===== config.mk =====
export PLATFORM = sky130hd
export DESIGN_NAME = serial_subtractor
export DESIGN_NICKNAME = d
export VERILOG_FILES = /design/src/rtl/sub_pkg.sv /design/src/rtl/full_sub_cell.sv /design/src/rtl/serial_subtractor.sv
export SDC_FILE = /design/constraint.sdc
export NUM_CORES = 1
export LEC_CHECK = 0
export ABC_AREA = 1
export CORE_MARGIN = 3
export CORE_UTILIZATION = 44
export CTS_CLUSTER_SIZE = 20
export DETAILED_ROUTE_END_ITERATION = 16
export PLACE_DENSITY_LB_ADDON = 0.2
export SLEW_MARGIN = 15
export SYNTH_ARGS = -nofsm -noshare
export SYNTH_HDL_FRONTEND = slang
export SYNTH_SLANG_ARGS = --single-unit

===== constraint.sdc =====
create_clock -name clk -period 1.1 [get_ports clk]
set_clock_uncertainty 0.05 [all_clocks]
set_input_delay 0.11 -clock clk [delete_from_list [all_inputs] [get_ports clk]]
set_output_delay 0.11 -clock clk [all_outputs]
set_load 0.005 [all_outputs]

===== src/rtl/sub_pkg.sv =====
// Shared types and sizing helpers for the bit-serial subtractor.
package sub_pkg;

  localparam int MAX_WIDTH = 32;
  localparam int MIN_CNT_W = 1;

  typedef enum logic [1:0] {
    IDLE = 2'd0,
    RUN  = 2'd1,
    DONE = 2'd2
  } state_t;

  // A one-bit operand still needs a one-bit counter so the vector stays legal.
  function automatic int cnt_width(input int w);
    return (w > 1) ? $clog2(w) : MIN_CNT_W;
  endfunction

endpackage


===== src/rtl/full_sub_cell.sv =====
// Combinational 1-bit full subtractor: d = x - y - bin, with borrow out.
module full_sub_cell (
  input  logic x,
  input  logic y,
  input  logic bin,
  output logic d,
  output logic bout
);

  assign d    = x ^ y ^ bin;
  assign bout = (~x & y) | (~(x ^ y) & bin);

endmodule


===== src/rtl/serial_subtractor.sv =====
// Bit-serial unsigned subtractor, LSB first, with start/busy/done handshake.
module serial_subtractor
  import sub_pkg::*;
#(
  parameter int WIDTH = 4
) (
  input  logic             clk,
  input  logic             rst_n,
  input  logic             start,
  input  logic [WIDTH-1:0] a,
  input  logic [WIDTH-1:0] b,
  output logic             busy,
  output logic             done,
  output logic [WIDTH-1:0] diff,
  output logic             borrow
);

  localparam int CNT_W = cnt_width(WIDTH);
  localparam logic [CNT_W-1:0] LAST_BIT = CNT_W'(WIDTH - 1);

  state_t           state_q;
  state_t           state_d;
  logic [WIDTH-1:0] a_q;
  logic [WIDTH-1:0] b_q;
  logic [WIDTH-1:0] diff_q;
  logic [WIDTH-1:0] diff_nxt;
  logic [CNT_W-1:0] cnt_q;
  logic             br_q;
  logic             borrow_q;
  logic             d_bit;
  logic             bout_bit;
  logic             accept;
  logic             last;

  assign accept = start && ((state_q == IDLE) || (state_q == DONE));
  assign last   = (cnt_q == LAST_BIT);

  always_ff @(posedge clk or negedge rst_n) begin
    if (!rst_n) begin
      state_q <= IDLE;
    end else begin
      state_q <= state_d;
    end
  end

  always_comb begin
    state_d = state_q;
    unique case (state_q)
      IDLE:    if (start) state_d = RUN;
      RUN:     if (last)  state_d = DONE;
      DONE:    state_d = start ? RUN : IDLE;
      default: state_d = IDLE;
    endcase
  end

  always_comb begin
    busy = (state_q == RUN);
    done = (state_q == DONE);
  end

  // Operands are shifted right so the current bit is always at index 0.
  full_sub_cell u_cell (
    .x    (a_q[0]),
    .y    (b_q[0]),
    .bin  (br_q),
    .d    (d_bit),
    .bout (bout_bit)
  );

  generate
    if (WIDTH == 1) begin : g_diff_one
      assign diff_nxt = d_bit;
    end else begin : g_diff_wide
      assign diff_nxt = {d_bit, diff_q[WIDTH-1:1]};
    end
  endgenerate

  always_ff @(posedge clk or negedge rst_n) begin
    if (!rst_n) begin
      a_q      <= '0;
      b_q      <= '0;
      diff_q   <= '0;
      cnt_q    <= '0;
      br_q     <= 1'b0;
      borrow_q <= 1'b0;
    end else if (accept) begin
      a_q   <= a;
      b_q   <= b;
      br_q  <= 1'b0;
      cnt_q <= '0;
    end else if (state_q == RUN) begin
      a_q    <= a_q >> 1;
      b_q    <= b_q >> 1;
      br_q   <= bout_bit;
      diff_q <= diff_nxt;
      // Published borrow only moves on the final bit so it holds across IDLE.
      if (last) begin
        borrow_q <= bout_bit;
      end else begin
        cnt_q <= cnt_q + CNT_W'(1);
      end
    end
  end

  assign diff   = diff_q;
  assign borrow = borrow_q;

endmodule

==> results of run 1 <==
-- metal layers --
layer / part of all wire [%] / up-vias
met3: 4.8 / 4
met1: 37 / 384
met2: 56 / 21
li1: - / 412
met5: 0 / -
met4: 1.3 / 0
-- through the flow --
stage	std cells	cell area (sq um)	setup WS (ns)
finish	176	1341	-0.1234
global route	176	1341	-0.2329
CTS	172	1301	-0.1140
detailed placement	163	1175	-0.2169
global placement	163	1175	-0.1636
floorplan	108	879.6	0.002543
-- power breakdown --
| group | total [mW] | switching [mW] | internal, mW |
|---|---|---|---|
| Sequential | 1.14 | 0.170 | 0.969 |
| Combinational | 2.22 | 1.13 | 1.09 |
| Clock | 0.411 | 0.210 | 0.202 |
| Total | 3.77 | 1.51 | 2.26 |
-- layout make-up --
cell class | instances | area (sq um)
fillers | 137 | 460.4
repair buffers | 40 | 359.1
multi-input cells | 68 | 370.4
clock buffers | 4 | 36.28
well taps | 25 | 31.28
inverters | 21 | 93.84
flip-flops and latches | 18 | 450.4
-- repair_timing --
action,4_1_cts,5_1_grt
buffers inserted,5,4
hold endpoints to repair,0,0
setup endpoints to repair,20,17
gates resized for setup,34,7
pin swaps,4,4
-- flip-flops by register name, summed over array words and instances (netlist names) --
name / flops
borrow: 1
cnt_q: 2
state_q: 2
diff: 4
a_q: 4
br_q: 1
b_q: 4
-- path summary, 6_finish.rpt --
check	startpoint	endpoint	slack, ns	cells past startpoint
min in group clk	a[3]	a_q[3]	0.31	3
max in group asynchronous	rst_n	a_q[3]	0.72	2
hold reg to reg	a_q[2]	a_q[2]	0.44	2
setup reg to reg	state_q[0]	b_q[3]	-0.12	7
hold / removal	rst_n	diff[0]	0.09	2
setup / recovery	state_q[0]	b_q[3]	-0.12	7
-- logic make-up (layout without fill, tap and decap cells) --
logic type	Yosys count	after routing	share of synthesized area (%)
AND/OR/NAND/NOR	61	61	31.15
buffers and inverters	22	65	11.09
flip-flops	18	18	51.21
AO/OA/AOI/OAI	5	5	2.844
adder cells (fa/ha/maj)	2	2	3.698
-- cell usage in the layout (no fill, tap or decap), types with 3 or more instances in the layout --
cell,netlist,layout
sky130_fd_sc_hd__dfrtp_1,18,18
sky130_fd_sc_hd__clkdlybuf4s50_1,0,10
sky130_fd_sc_hd__clkdlybuf4s15_1,0,4
sky130_fd_sc_hd__inv_1,18,14
sky130_fd_sc_hd__inv_2,1,4
sky130_fd_sc_hd__nand2_2,0,6
sky130_fd_sc_hd__buf_4,0,18
sky130_fd_sc_hd__nand2_1,43,37
sky130_fd_sc_hd__clkbuf_4,0,3
sky130_fd_sc_hd__buf_6,1,6
sky130_fd_sc_hd__nand3_1,12,12
==> metrics.yaml, run 1 <==
dp_hpwl_mm: 1.410
grt.total_usage_pct: 17.60
critical-path-slowest-cell: "sky130_fd_sc_hd__dfrtp_1"
first_pass_grt_wire_length_mm: 3.332
drtPass1Iterations: 4
synth_seq_area_share_pct: 51.21
timing.max_slew.rel_slack_pct: 81.79
htreeDepth: 1
post_synth_most_frequent_cells: "sky130_fd_sc_hd__nand2_1 (43), sky130_fd_sc_hd__dfrtp_1 (18), sky130_fd_sc_hd__inv_1 (18), sky130_fd_sc_hd__nand3_1 (12)"
grt-busiest-layer: "met2"
prevailing_post_synth_register_cell: "sky130_fd_sc_hd__dfrtp_1"
synth.lib_cells_used.distinct: 15
area_growth_pct: 52.49
maximum_number_of_pins_on_one_net_before_global_route_repair: 19
slew_violations: 0
path_max_fanout: 7
post_synth_inst_count: 108
static-leakage-power_nw: 0.7170
wl_per_cell_um: 11.77
die_area_sq_um: 2572
clockRootBuffer: "sky130_fd_sc_hd__clkbuf_4"
clk_pin_slew_worst_paths_ns: 0.10
postSynthRegisterBits: 18
num_antenna_cells: 0
drc_violation_total_after_the_first_tritonroute_iteration: 6
ys_async_sr_fraction_pct: 100.0
nets: 165
synth-edff-count: 0
min_path_type: "input pin to asynchronous set/reset pin"
clockBufferDepth: 2
finalCriticalPeriod_ns: 1.223
synthesis.yosys.warnings: 0
failed_checks: "setup timing"
tritoncts.num_buffers: 3
worstPathRequired_ns: 1.25
area_fraction_of_the_dominant_cell_type_after_synthesis_pct: 51.21
gr_met2_demand_resource_pct: 34.13
grt_setup_unrepaired: "yes"
antenna_found_initial: 0
gr-total-overflow: 0
io_pins: 18
grt_use_met3_pct: 3.264
cts_tree: "built"
synth.net_count: 121
max_cap_violations: 0
final_core_utilization_pct: 74.44
post_synth_main_area_contributors: "sky130_fd_sc_hd__dfrtp_1 (51%), sky130_fd_sc_hd__nand2_1 (18%), sky130_fd_sc_hd__inv_1 (7.7%), sky130_fd_sc_hd__nand3_1 (6.8%), sky130_fd_sc_hd__nand2_4 (3.8%)"
numPortBuffers: 17
post-synth-top-area-cell: "sky130_fd_sc_hd__dfrtp_1"
cp.arrival_ns: 1.37
critical_path.n_buffers_inverters: 4
timing_worst_setup_path_type: "flip-flop to flip-flop"
ratio_of_cells_with_drive_above_1_in_the_final_layout_pct: 32.45
avgViaCountPerCell: 4.665
max_slew.worst_pin.slew_ns: 0.2724
vdd_ir_drop_max_mv: 1.615
setup.worst_path.start_class: "flip-flop"
place.gp.congestion: 0.7757
ant_nets: 0
fp.dieW_um: 50.71
rows: 15
cp_top_family: "buffers and inverters"
timing.fmax_mhz: 817.4
synthMostInstantiatedCell: "sky130_fd_sc_hd__nand2_1"
report.final.hold_viol_count: 0
clk_latency_ns: 0.29
route.detailed.drc: 0
status: "finished with violations"
chipHeight_um: 50.71
syn_area_per_cell_sq_um: 8.144
cts_num_sinks: 18
final.setup.tns_ns: -1.448
period_share_pct: 111.2
post_cts_hold_buffer_count: 0
power.total_mw: 3.775
worst_hold_slack_ns: 0.08693
setup_viol_count_final: 15
number_of_global_route_vias_before_repair: 779
grtUsageMet1_pct: 18.34
worst_setup_path_end_kind: "flip-flop"
detailroute.via_count: 821
worst_slack_ns: -0.1234
fp.coreArea_sq_um: 1802
cellPowerDensity_nw_per_um2: 2814
timing.critical_path.slowest_cell_delay_ns: 0.40
initial_utilization_pct: 48.82
critical_path.cell_chain: "buf_6, buf_6, inv_6, nand2_8, nand2_8, buf_4, o21ai_2"
post_synthesis_instance_area_sq_um: 879.6
drt-total-wl_mm: 2.072
(Power assumes the default switching activity.)
==> run 2, diff against run 1 <==
--- a/config.mk
+++ b/config.mk
@@ -10,7 +10,7 @@
 export CORE_UTILIZATION = 44
 export CTS_CLUSTER_SIZE = 20
 export DETAILED_ROUTE_END_ITERATION = 16
-export PLACE_DENSITY_LB_ADDON = 0.2
+export PLACE_DENSITY = 0.73
 export SLEW_MARGIN = 15
 export SYNTH_ARGS = -nofsm -noshare
 export SYNTH_HDL_FRONTEND = slang
==> run 2 against run 1 <==
The flow still finishes with violations (setup timing). First-iteration DRC count down 33%. Setup slack better by 0.021 ns. Utilization shrank 0.76 points. Clock power is 18% lower. Design area is 1.0% lower. Via count decreased by 4.9%. Maximum frequency rose by 1.8%. Die area is the same. Largest power group unchanged.
==> metrics.yaml, run 2 (synthesis gave the netlist of run 1 again) <==
status: "finished with violations"
failed_checks: "setup timing"
worst-r2r-setup-slack_ns: -0.10
worstPathRequired_ns: 1.24
avgViaCountPerCell: 4.489
ant_nets: 0
report.final.hold_viol_count: 0
worst_setup_path_end_kind: "flip-flop"
detailroute.via_count: 781
top_library_cells_by_usage_in_the_layout_fill_and_taps_aside: "sky130_fd_sc_hd__nand2_1 (37), sky130_fd_sc_hd__dfrtp_1 (18), sky130_fd_sc_hd__buf_4 (17)"
cell_area_after_placement_sq_um: 1167
worst_hold_slack_ns: 0.1004
first_pass_grt_wire_length_mm: 3.215
slew_violations: 0
cts_num_sinks: 18
post_cts_hold_buffer_count: 0
htreeDepth: 1
place.gp.congestion: 0.7385
clk_pin_slew_worst_paths_ns: 0.11
fp.dieW_um: 50.71
timing.max_slew.rel_slack_pct: 82.68
timing.fmax_mhz: 831.7
final_cell_area_sq_um: 1328
path_max_fanout: 7
route.detailed.drc: 0
nFillCells: 137
mostFrequentLayoutCell: "sky130_fd_sc_hd__nand2_1"
cts_tree: "built"
finalCriticalPeriod_ns: 1.202
num_antenna_cells: 0
grt_setup_unrepaired: "yes"
tritoncts.num_buffers: 3
ratio_of_cells_with_drive_above_1_in_the_final_layout_pct: 32.21
die_area_sq_um: 2572
drtPass1Iterations: 4
setup.worst_path.start_class: "flip-flop"
maximum_number_of_pins_on_one_net_before_global_route_repair: 19
cp.arrival_ns: 1.34
timing_worst_setup_path_type: "flip-flop to flip-flop"
min_path_type: "input pin to asynchronous set/reset pin"
nets: 164
fp.coreArea_sq_um: 1802
rows: 15
drt-total-wl_mm: 1.932
worst_slack_ns: -0.1024
antenna_found_initial: 0
static-leakage-power_nw: 0.7139
vdd_ir_drop_max_mv: 1.540
max_slew.worst_pin.slew_ns: 0.2590
drc_violation_total_after_the_first_tritonroute_iteration: 4
max_cap_violations: 0
area_growth_pct: 50.92
number_of_global_route_vias_before_repair: 690
setup_viol_count_final: 14
clockRootBuffer: "sky130_fd_sc_hd__clkbuf_4"
power.total_mw: 3.612
clockBufferDepth: 2
final-seq-area_sq_um: 450.4
gr-total-overflow: 0
io_pins: 18
numPortBuffers: 17
chipHeight_um: 50.71
period_share_pct: 109.3
multi_input_area_sq_um: 384.1
initial_utilization_pct: 48.82
wl_per_cell_um: 11.10
cellPowerDensity_nw_per_um2: 2721
clk_latency_ns: 0.30
grt.total_usage_pct: 17.21
dp_hpwl_mm: 1.317
run 2: cell count changes in the layout (fill, tap and decap cells not counted), sizes merged:
cell and change:
clkbuf -2
run 2: path summary, 6_finish.rpt:
kind	start	endpoint	depth (start not counted)
worst max-delay path	state_q[0]	b_q[1]	8
worst min-delay path	rst_n	cnt_q[0]	2
worst max register to register	state_q[0]	b_q[1]	8
worst min register to register	diff[0]	diff[0]	2
max in group asynchronous	rst_n	state_q[0]	2
min in group clk	a[3]	a_q[3]	3
run 2: cell type report:
| class | count | area share [%] |
|---|---|---|
| sequential | 18 | 33.93 |
| multi-input combinational | 68 | 28.94 |
| timing repair buffer | 39 | 26.20 |
| inverter | 21 | 6.880 |
| tap | 25 | 2.356 |
| clock buffer | 3 | 1.697 |
run 2: worst max-delay path: stages (launching register included):
cell,delay (ns)
sky130_fd_sc_hd__dfrtp_1,0.40
sky130_fd_sc_hd__buf_6,0.13
sky130_fd_sc_hd__buf_8,0.13
sky130_fd_sc_hd__inv_6,0.06
sky130_fd_sc_hd__nand2_8,0.07
sky130_fd_sc_hd__nand2_8,0.11
sky130_fd_sc_hd__inv_8,0.05
sky130_fd_sc_hd__nand2_4,0.05
sky130_fd_sc_hd__nand2_2,0.05
run 2: power by group:
part	internal [mW]	total [mW]	switching, mW
combinational	1.04	2.14	1.10
sequential	0.968	1.14	0.169
clock	0.128	0.337	0.210
total	2.14	3.61	1.48
run 2: routing by layer:
layer	wire length (um)	part of all wire [%]	track usage, %	vias to the layer above
li1	-	-	-	410
met1	880	46	23.58	354
met2	957	50	25.87	13
met3	60	3.1	3.561	4
met4	34	1.8	8.072	0
met5	0	0	0	-
run 2: stage by stage:
step	setup TNS [ns]	setup WS [ns]	utilization (%)	instances
after CTS	-1.109	-0.1042	69.31	172
after detailed placement	-1.506	-0.1726	64.79	162
after global placement	-1.214	-0.1272	64.79	162
after floorplan	0	0.002543	-	108
final	-1.048	-0.1024	73.68	174
after global routing	-2.068	-0.1776	73.68	174
run 2: what timing repair did:
action / CTS / global route
gates resized for setup: 27 / 17
pin swaps: 8 / 4
setup endpoints to repair: 19 / 17
buffers inserted: 7 / 2
